## config.mk

```make
export PLATFORM = sky130hd
export DESIGN_NAME = game_seq_flat
export DESIGN_NICKNAME = d
export VERILOG_FILES = /design/src/rtl/game_seq_if.sv /design/src/rtl/game_seq.sv /design/src/flat_wrapper.sv
export SDC_FILE = /design/constraint.sdc
export NUM_CORES = 1
export LEC_CHECK = 0
export ABC_AREA = 1
export CAP_MARGIN = 5
export CORE_UTILIZATION = 61
export CTS_BUF_LIST = sky130_fd_sc_hd__clkbuf_4 sky130_fd_sc_hd__clkbuf_8
export CTS_CLUSTER_DIAMETER = 150
export DETAILED_ROUTE_END_ITERATION = 8
export GPL_ROUTABILITY_DRIVEN = 0
export MAX_ROUTING_LAYER = met4
export PLACE_DENSITY_LB_ADDON = 0.3
export SLEW_MARGIN = 20
export SYNTH_ARGS = -nofsm -noshare
export SYNTH_HDL_FRONTEND = slang
export SYNTH_SLANG_ARGS = --single-unit
```

## constraint.sdc

```tcl
create_clock -name CLK -period 2.94 [get_ports CLK]
set_clock_uncertainty 0.2 [all_clocks]
set_input_delay 0.588 -clock CLK [delete_from_list [all_inputs] [get_ports CLK]]
set_output_delay 0.588 -clock CLK [all_outputs]
set_load 0.02 [all_outputs]
```

## src/rtl/game_seq_if.sv

```systemverilog
// Board/datapath-side bundle of the flappy-bird game-flow controller.
// The master drives the requests (start, pause, level, hit) and reads the
// sequencing outputs; the controller itself attaches through the slave view.
interface game_seq_if;
  logic        start;
  logic        pause;
  logic [3:0]  Level;
  logic        hit;
  logic [2:0]  state;
  logic        move_tick;
  logic        sec_tick;
  logic        clear_field;
  logic        spawn;
  logic [2:0]  pipe_sel;
  logic [4:0]  Life;
  logic [15:0] score;
  logic        game_over;

  modport master (
    output start, pause, Level, hit,
    input  state, move_tick, sec_tick, clear_field, spawn, pipe_sel,
           Life, score, game_over
  );

  modport slave (
    input  start, pause, Level, hit,
    output state, move_tick, sec_tick, clear_field, spawn, pipe_sel,
           Life, score, game_over
  );
endinterface

```

## src/rtl/game_seq.sv

```systemverilog
// Game-flow controller for the 8x8 LED flappy-bird datapath.
// Walks each round through IDLE -> READY countdown -> PLAY <-> HURT -> OVER,
// and produces the level-dependent move tick, the 1 s tick, pipe-spawn
// requests with an LFSR-chosen pipe type, the life thermometer and the BCD
// survival time. Tick and spawn pulses are decoded from registered counters
// gated by pause, so a pause freezes them within the same cycle.
module game_seq #(
  parameter int MV_DIV_L0    = 12500000,
  parameter int MV_DIV_L1    = 9000000,
  parameter int MV_DIV_L2    = 6000000,
  parameter int MV_DIV_L3    = 3000000,
  parameter int MV_DIV_L4    = 2500000,
  parameter int SEC_DIV      = 50000000,
  parameter int READY_SECS   = 3,
  parameter int INVULN_TICKS = 4,
  parameter int SPAWN_TICKS  = 9
) (
  input  logic      CLK,
  input  logic      RST_N,
  game_seq_if.slave bus
);

  typedef enum logic [2:0] {
    IDLE  = 3'd0,
    READY = 3'd1,
    PLAY  = 3'd2,
    HURT  = 3'd3,
    OVER  = 3'd4
  } state_t;

  // Move counter is sized for the slowest level
  localparam int MV_M01 = (MV_DIV_L0 > MV_DIV_L1) ? MV_DIV_L0 : MV_DIV_L1;
  localparam int MV_M23 = (MV_DIV_L2 > MV_DIV_L3) ? MV_DIV_L2 : MV_DIV_L3;
  localparam int MV_M03 = (MV_M01 > MV_M23) ? MV_M01 : MV_M23;
  localparam int MV_MAX = (MV_M03 > MV_DIV_L4) ? MV_M03 : MV_DIV_L4;

  localparam int MV_W  = $clog2(MV_MAX + 1);
  localparam int SEC_W = $clog2(SEC_DIV + 1);
  localparam int RDY_W = $clog2(READY_SECS + 1);
  localparam int INV_W = $clog2(INVULN_TICKS + 1);
  localparam int SPN_W = $clog2(SPAWN_TICKS + 1);

  localparam logic [SEC_W-1:0] SEC_LAST = SEC_W'(SEC_DIV - 1);
  localparam logic [RDY_W-1:0] RDY_LAST = RDY_W'(READY_SECS - 1);
  localparam logic [INV_W-1:0] INV_LAST = INV_W'(INVULN_TICKS - 1);
  localparam logic [SPN_W-1:0] SPN_LAST = SPN_W'(SPAWN_TICKS - 1);

  localparam logic [15:0] SCORE_MAX = 16'h9959;

  state_t             state_reg;
  logic [SEC_W-1:0]   sec_cnt_reg;
  logic [MV_W-1:0]    mv_cnt_reg;
  logic [MV_W-1:0]    mv_last;
  logic [RDY_W-1:0]   ready_cnt_reg;
  logic [INV_W-1:0]   inv_cnt_reg;
  logic [SPN_W-1:0]   spawn_cnt_reg;
  logic [7:0]         lfsr_reg;
  logic [7:0]         lfsr_next;
  logic [2:0]         pipe_sel_reg;
  logic [4:0]         life_reg;
  logic [15:0]        score_reg;
  logic [3:0]         lvl_q;
  logic               clear_field_reg;

  logic in_play;
  logic in_round;
  logic sec_run;
  logic mv_run;
  logic sec_tick_w;
  logic move_tick_w;
  logic spawn_w;

  // One-step BCD mm:ss increment, saturating at 99:59
  function automatic logic [15:0] bcd_inc(input logic [15:0] s);
    logic [3:0] m1, m2, s1, s2;
    {m1, m2, s1, s2} = s;
    if (s == SCORE_MAX) begin
      return s;
    end
    if (s2 != 4'd9) begin
      s2 = s2 + 4'd1;
    end else begin
      s2 = 4'd0;
      if (s1 != 4'd5) begin
        s1 = s1 + 4'd1;
      end else begin
        s1 = 4'd0;
        if (m2 != 4'd9) begin
          m2 = m2 + 4'd1;
        end else begin
          m2 = 4'd0;
          m1 = m1 + 4'd1;
        end
      end
    end
    return {m1, m2, s1, s2};
  endfunction

  // Terminal move count for the level latched at round start (invalid codes fall back to level 0)
  always_comb begin
    case (lvl_q)
      4'b0001: mv_last = MV_W'(MV_DIV_L1 - 1);
      4'b0010: mv_last = MV_W'(MV_DIV_L2 - 1);
      4'b0100: mv_last = MV_W'(MV_DIV_L3 - 1);
      4'b1000: mv_last = MV_W'(MV_DIV_L4 - 1);
      default: mv_last = MV_W'(MV_DIV_L0 - 1);
    endcase
  end

  assign in_play     = (state_reg == PLAY) || (state_reg == HURT);
  assign in_round    = in_play || (state_reg == READY);
  assign sec_run     = in_round && !bus.pause;
  assign mv_run      = in_play && !bus.pause;
  assign sec_tick_w  = sec_run && (sec_cnt_reg == SEC_LAST);
  assign move_tick_w = mv_run && (mv_cnt_reg == mv_last);
  assign spawn_w     = move_tick_w && (spawn_cnt_reg == '0);
  assign lfsr_next   = {lfsr_reg[6:0], lfsr_reg[7] ^ lfsr_reg[5] ^ lfsr_reg[4] ^ lfsr_reg[3]};

  assign bus.state       = state_reg;
  assign bus.move_tick   = move_tick_w;
  assign bus.sec_tick    = sec_tick_w;
  assign bus.spawn       = spawn_w;
  assign bus.clear_field = clear_field_reg;
  // The stepped LFSR value is visible alongside its spawn pulse, then held
  assign bus.pipe_sel    = spawn_w ? lfsr_next[2:0] : pipe_sel_reg;
  assign bus.Life        = life_reg;
  assign bus.score       = score_reg;
  assign bus.game_over   = (state_reg == OVER);

  // Round sequencer, prescalers, spawn/LFSR and score; state-case assignments override the generic counting above them
  always_ff @(posedge CLK) begin
    if (!RST_N) begin
      state_reg       <= IDLE;
      sec_cnt_reg     <= '0;
      mv_cnt_reg      <= '0;
      ready_cnt_reg   <= '0;
      inv_cnt_reg     <= '0;
      spawn_cnt_reg   <= '0;
      lfsr_reg        <= 8'hA5;
      pipe_sel_reg    <= 3'd0;
      life_reg        <= 5'b11111;
      score_reg       <= 16'h0000;
      lvl_q           <= 4'b0000;
      clear_field_reg <= 1'b0;
    end else begin
      clear_field_reg <= 1'b0;

      if (sec_run) begin
        sec_cnt_reg <= sec_tick_w ? '0 : sec_cnt_reg + 1'b1;
      end
      if (mv_run) begin
        mv_cnt_reg <= move_tick_w ? '0 : mv_cnt_reg + 1'b1;
      end
      if (move_tick_w) begin
        spawn_cnt_reg <= (spawn_cnt_reg == SPN_LAST) ? '0 : spawn_cnt_reg + 1'b1;
      end
      if (spawn_w) begin
        lfsr_reg     <= lfsr_next;
        pipe_sel_reg <= lfsr_next[2:0];
      end
      if (sec_tick_w && in_play) begin
        score_reg <= bcd_inc(score_reg);
      end

      case (state_reg)
        IDLE, OVER: begin
          if (bus.start) begin
            state_reg       <= READY;
            clear_field_reg <= 1'b1;
            life_reg        <= 5'b11111;
            score_reg       <= 16'h0000;
            lvl_q           <= bus.Level;
            sec_cnt_reg     <= '0;
            mv_cnt_reg      <= '0;
            ready_cnt_reg   <= '0;
            inv_cnt_reg     <= '0;
            spawn_cnt_reg   <= '0;
          end
        end
        READY: begin
          if (sec_tick_w) begin
            if (ready_cnt_reg == RDY_LAST) begin
              state_reg     <= PLAY;
              ready_cnt_reg <= '0;
              mv_cnt_reg    <= '0;
              spawn_cnt_reg <= '0;
            end else begin
              ready_cnt_reg <= ready_cnt_reg + 1'b1;
            end
          end
        end
        PLAY: begin
          if (bus.hit && !bus.pause) begin
            life_reg    <= {life_reg[3:0], 1'b0};
            inv_cnt_reg <= '0;
            state_reg   <= (life_reg[3:0] == 4'b0000) ? OVER : HURT;
          end
        end
        HURT: begin
          if (move_tick_w) begin
            if (inv_cnt_reg == INV_LAST) begin
              state_reg   <= PLAY;
              inv_cnt_reg <= '0;
            end else begin
              inv_cnt_reg <= inv_cnt_reg + 1'b1;
            end
          end
        end
        default: state_reg <= IDLE;
      endcase
    end
  end

endmodule

```

## src/flat_wrapper.sv

```systemverilog
// flat-port wrapper written by rule: the top's interface ports become plain ports
module game_seq_flat 
#(
  parameter int MV_DIV_L0    = 12500000,
  parameter int MV_DIV_L1    = 9000000,
  parameter int MV_DIV_L2    = 6000000,
  parameter int MV_DIV_L3    = 3000000,
  parameter int MV_DIV_L4    = 2500000,
  parameter int SEC_DIV      = 50000000,
  parameter int READY_SECS   = 3,
  parameter int INVULN_TICKS = 4,
  parameter int SPAWN_TICKS  = 9
)
  (CLK, RST_N, bus_start, bus_pause, bus_Level, bus_hit, bus_state, bus_move_tick, bus_sec_tick, bus_clear_field, bus_spawn, bus_pipe_sel, bus_Life, bus_score, bus_game_over);
  game_seq_if bus_i ();
  input  logic CLK;
  input  logic RST_N;
  input wire logic [$bits(bus_i.start)-1:0] bus_start;
  input wire logic [$bits(bus_i.pause)-1:0] bus_pause;
  input wire logic [$bits(bus_i.Level)-1:0] bus_Level;
  input wire logic [$bits(bus_i.hit)-1:0] bus_hit;
  output wire logic [$bits(bus_i.state)-1:0] bus_state;
  output wire logic [$bits(bus_i.move_tick)-1:0] bus_move_tick;
  output wire logic [$bits(bus_i.sec_tick)-1:0] bus_sec_tick;
  output wire logic [$bits(bus_i.clear_field)-1:0] bus_clear_field;
  output wire logic [$bits(bus_i.spawn)-1:0] bus_spawn;
  output wire logic [$bits(bus_i.pipe_sel)-1:0] bus_pipe_sel;
  output wire logic [$bits(bus_i.Life)-1:0] bus_Life;
  output wire logic [$bits(bus_i.score)-1:0] bus_score;
  output wire logic [$bits(bus_i.game_over)-1:0] bus_game_over;
  assign bus_i.start = bus_start;
  assign bus_i.pause = bus_pause;
  assign bus_i.Level = bus_Level;
  assign bus_i.hit = bus_hit;
  assign bus_state = bus_i.state;
  assign bus_move_tick = bus_i.move_tick;
  assign bus_sec_tick = bus_i.sec_tick;
  assign bus_clear_field = bus_i.clear_field;
  assign bus_spawn = bus_i.spawn;
  assign bus_pipe_sel = bus_i.pipe_sel;
  assign bus_Life = bus_i.Life;
  assign bus_score = bus_i.score;
  assign bus_game_over = bus_i.game_over;
  game_seq #(.MV_DIV_L0(MV_DIV_L0), .MV_DIV_L1(MV_DIV_L1), .MV_DIV_L2(MV_DIV_L2), .MV_DIV_L3(MV_DIV_L3), .MV_DIV_L4(MV_DIV_L4), .SEC_DIV(SEC_DIV), .READY_SECS(READY_SECS), .INVULN_TICKS(INVULN_TICKS), .SPAWN_TICKS(SPAWN_TICKS)) u_core (.CLK(CLK), .RST_N(RST_N), .bus(bus_i));
endmodule
```

==> impl_results.md <==
- Status: finished, violations left
- Violated checks: setup timing
- VDD IR max: 0.298 mV
- Initial antenna violation count: 0
- Sequential fraction of the synthesis area: 0.361
- Dpl cell area: around 6300 µm²
- Die H: 96.8 µm
- GRT Resource Usage Total: 0.301
- Place WS: -552 ps
- Slew @ Worst Pin: 533 ps
- Sw Pwr: between 1 and 1.5 mW
- Final nets: roughly 910
- Compound-gate portion of the synthesized area: 0.0997
- Largest net degree at the start of global routing: 21
- Global-route wire length before repair: about 23000 µm
- Comb pwr share: 0.348
- WL final: roughly 14000 µm
- Worst reg2reg path depth: 15
- Vias per cell: between 5 and 6
- Internal power: approximately 2.3 mW
- Core ar.: a little under 9000 µm²
- Largest family of logic cells by synthesized area: simple AND/OR/NAND/NOR gates
- Mean Syn Cell Area: 6.86 µm²
- Reg2reg end: u_core.mv_cnt_reg[23]$_SDFF_PN0_
- Power Density: between 500 and 600 nW/µm²
- Count of final hold-check violations: 0
- Critical path launch point type: register
- Setup violators final: 5
- Sw Ratio: 0.378
- Hold Path Class: register to register
- Via count: about 5700
- Total power: between 3 and 4 mW
- Die Width: roughly 97 µm
- Clock sink count: between 90 and 100
- R2r setup slk: roughly 390 ps
- Max cap viols: 0
- Die area: about 9400 µm²
- Hold path depth: 2
- Synth Warn #: 0
- CTS root buf: clkbuf_8
- RSZ-0062 raised after global routing: yes
- Setup TNS: -520 ps
- Leak: roughly 2.7 nW
- Final cell count without fillers: roughly 1000
- Synth Area in Adders: 0.0160
- CTS tree: built
- Placed cell count: between 900 and 1000
- Layout cells sized above 1: 0.192
- Longest Clk Path Bufs: 2
- Period minus WS final: between 3000 and 4000 ps
- WS Path Type: register to output pin
- Post-Syn Nets: ~820
- Layout Utilization: 0.771
- Remaining global-route overflow: 0
- Clk slew on worst S/H paths: about 90 ps
- Post-synthesis mux area share: 0
- Post-Synth XOR/XNOR Area: 0.0479
- Vias in the first global route: between 5000 and 6000
- IO Pins: 41
- Worst hold slack: 266 ps
- Seq pwr share: 0.420
- # rows: 34
- Crit-path max FO: 6
- Drc violations: 0
- Worst rel slew slack: 0.643
- Fin area: slightly below 7000 µm²
- CP arrival: between 2000 and 2500 ps
- Hold Path Sink: u_core.lfsr_reg[2]$_SDFFE_PN1P_
- First drt pass iteration count: 5
- Min-delay src: u_core.lfsr_reg[2]$_SDFFE_PN1P_
- Post-synthesis simple-gate area fraction: 0.393
- Post-route ant nets: 0
- Number of diodes: 0
- CTS Buf Count: 9
- Max reg flops: 26
- Part of the cycle the worst path needs: 1.05
- Mapped cell area: roughly 5500 µm²
- DR iter-0 viols: roughly 370
- Starting density of the core: 0.629
- Post-DP HPWL: between 9000 and 10000 µm
- Avg WL per Cell: roughly 14 µm
- Area Overhead vs Synth: 22.6%
- H-tree lvl count: 3
- Count of pins over their slew limit: 0
- Hold_buf cts: 0
- Setup ws final: -146 ps
- Clock power frac: 0.232
- Yosys reg bits: slightly below 100
- Worst Path Required: 2150 ps
- Skew-Pair Late Insertion Delay: 370 ps
- Post-synth cell types: 46
- Syn Inst Count: 800
- Fmax: 324 MHz
- Worst Setup End Kind: output pin
- Port bufs: 40
- Reg2reg start: u_core.lvl_q[1]$_SDFFE_PN0P_
[worst max-delay path: stages (launching register included)]
cell and delay [ps]:
dfxtp_4 390, inv_2 60, nor2_2 180, nand2_4 120
xor2_1 190, nor2_1 140, nand2_1 90, nor2_2 110
nand3_2 120, inv_4 110, nand3_4 120, nand2_2 110
nand2_2 50, buf_6 120
[worst max path at each step]
stage	startpoint	to	slack, ps
after global routing	u_core.lvl_q[3]$_SDFFE_PN0P_	bus_pipe_sel[2]	-240
after global placement	bus_pause	bus_pipe_sel[1]	-500
after detailed placement	bus_pause	bus_pipe_sel[1]	-550
final	u_core.lvl_q[3]$_SDFFE_PN0P_	bus_pipe_sel[2]	-150
after CTS	u_core.lvl_q[1]$_SDFFE_PN0P_	bus_pipe_sel[2]	-70
after floorplan	bus_pause	bus_pipe_sel[1]	190
[cells in the mapped netlist, drive strengths merged]
master,count,share of area
nand2,182,0.13
nor2,130,0.10
inv,103,0.070
dfxtp,99,0.36
nand3,64,0.068
a21oi,42,0.039
o21ai,37,0.034
nor3,31,0.037
nand4,26,0.030
xor2,22,0.035
nor4,11,0.016
xnor2,8,0.013
clkbuf,7,0.0048
ha,7,0.016
buf,5,0.0071
or2,5,0.0057
a31oi,4,0.0046
o211ai,4,0.0073
o21bai,3,0.0068
and3,2,0.0023
nand3b,2,0.0027
a211oi,1,0.0014
a21boi,1,0.0014
a22oi,1,0.0014
o2111ai,1,0.0016
o21a,1,0.0014
o22ai,1,0.0011
[timing repair]
item | 4_1_cts | 5_1_grt
gates cloned | 0 | 0
setup buffers | 7 | 5
gates resized for setup | 50 | 42
setup endpoints to repair | 6 | 6
pin swaps | 11 | 16
[power groups by stage]
stage	Clock (mW)	Combinational [mW]	Sequential (mW)
global route	0.906	1.39	1.54
floorplan	0	0.712	1.58
CTS	0.854	1.17	1.52
global placement	0	1.09	1.54
finish	0.845	1.27	1.53
detailed placement	0	1.13	1.54
[cell type report]
cell class | count | area, µm²
multi-input combinational | 586 | 3220
tap | 108 | 135
clock inverter | 4 | 33.8
fill | 623 | 2000
clock buffer | 11 | 151
sequential | 99 | 2000
timing repair buffer | 92 | 797
inverter | 103 | 394
[metal layers]
layer | track usage | share of wire | vias to the layer above
met2 | 0.520 | 0.50 | 238
met3 | 0.0484 | 0.061 | 67
li1 | - | - | 2789
met4 | 0.135 | 0.039 | 0
met1 | 0.343 | 0.40 | 2646
met5 | - | 0 | -
[cell families after synthesis]
| group | count (synthesis) |
|---|---|
| AO/OA/AOI/OAI | 96 |
| AND/OR/NAND/NOR | 453 |
| flip-flops | 99 |
| XOR/XNOR | 30 |
| buffers and inverters | 115 |
| adder cells (fa/ha/maj) | 7 |
[layout by cell type (no fill, tap or decap), drive strengths merged, types with 2 or more instances in the layout]
cell / count
nand4: 26
a21oi: 42
or2: 5
nand3: 64
and3: 2
nand2: 182
o21ai: 37
inv: 105
clkbuf: 12
nand3b: 2
xnor2: 8
ha: 7
clkinv: 2
o21bai: 3
buf: 57
nor2: 130
o211ai: 4
nor3: 31
clkdlybuf4s50: 33
a31oi: 4
dfxtp: 99
nor4: 11
xor2: 22
Power figures use the tool's default switching activity.
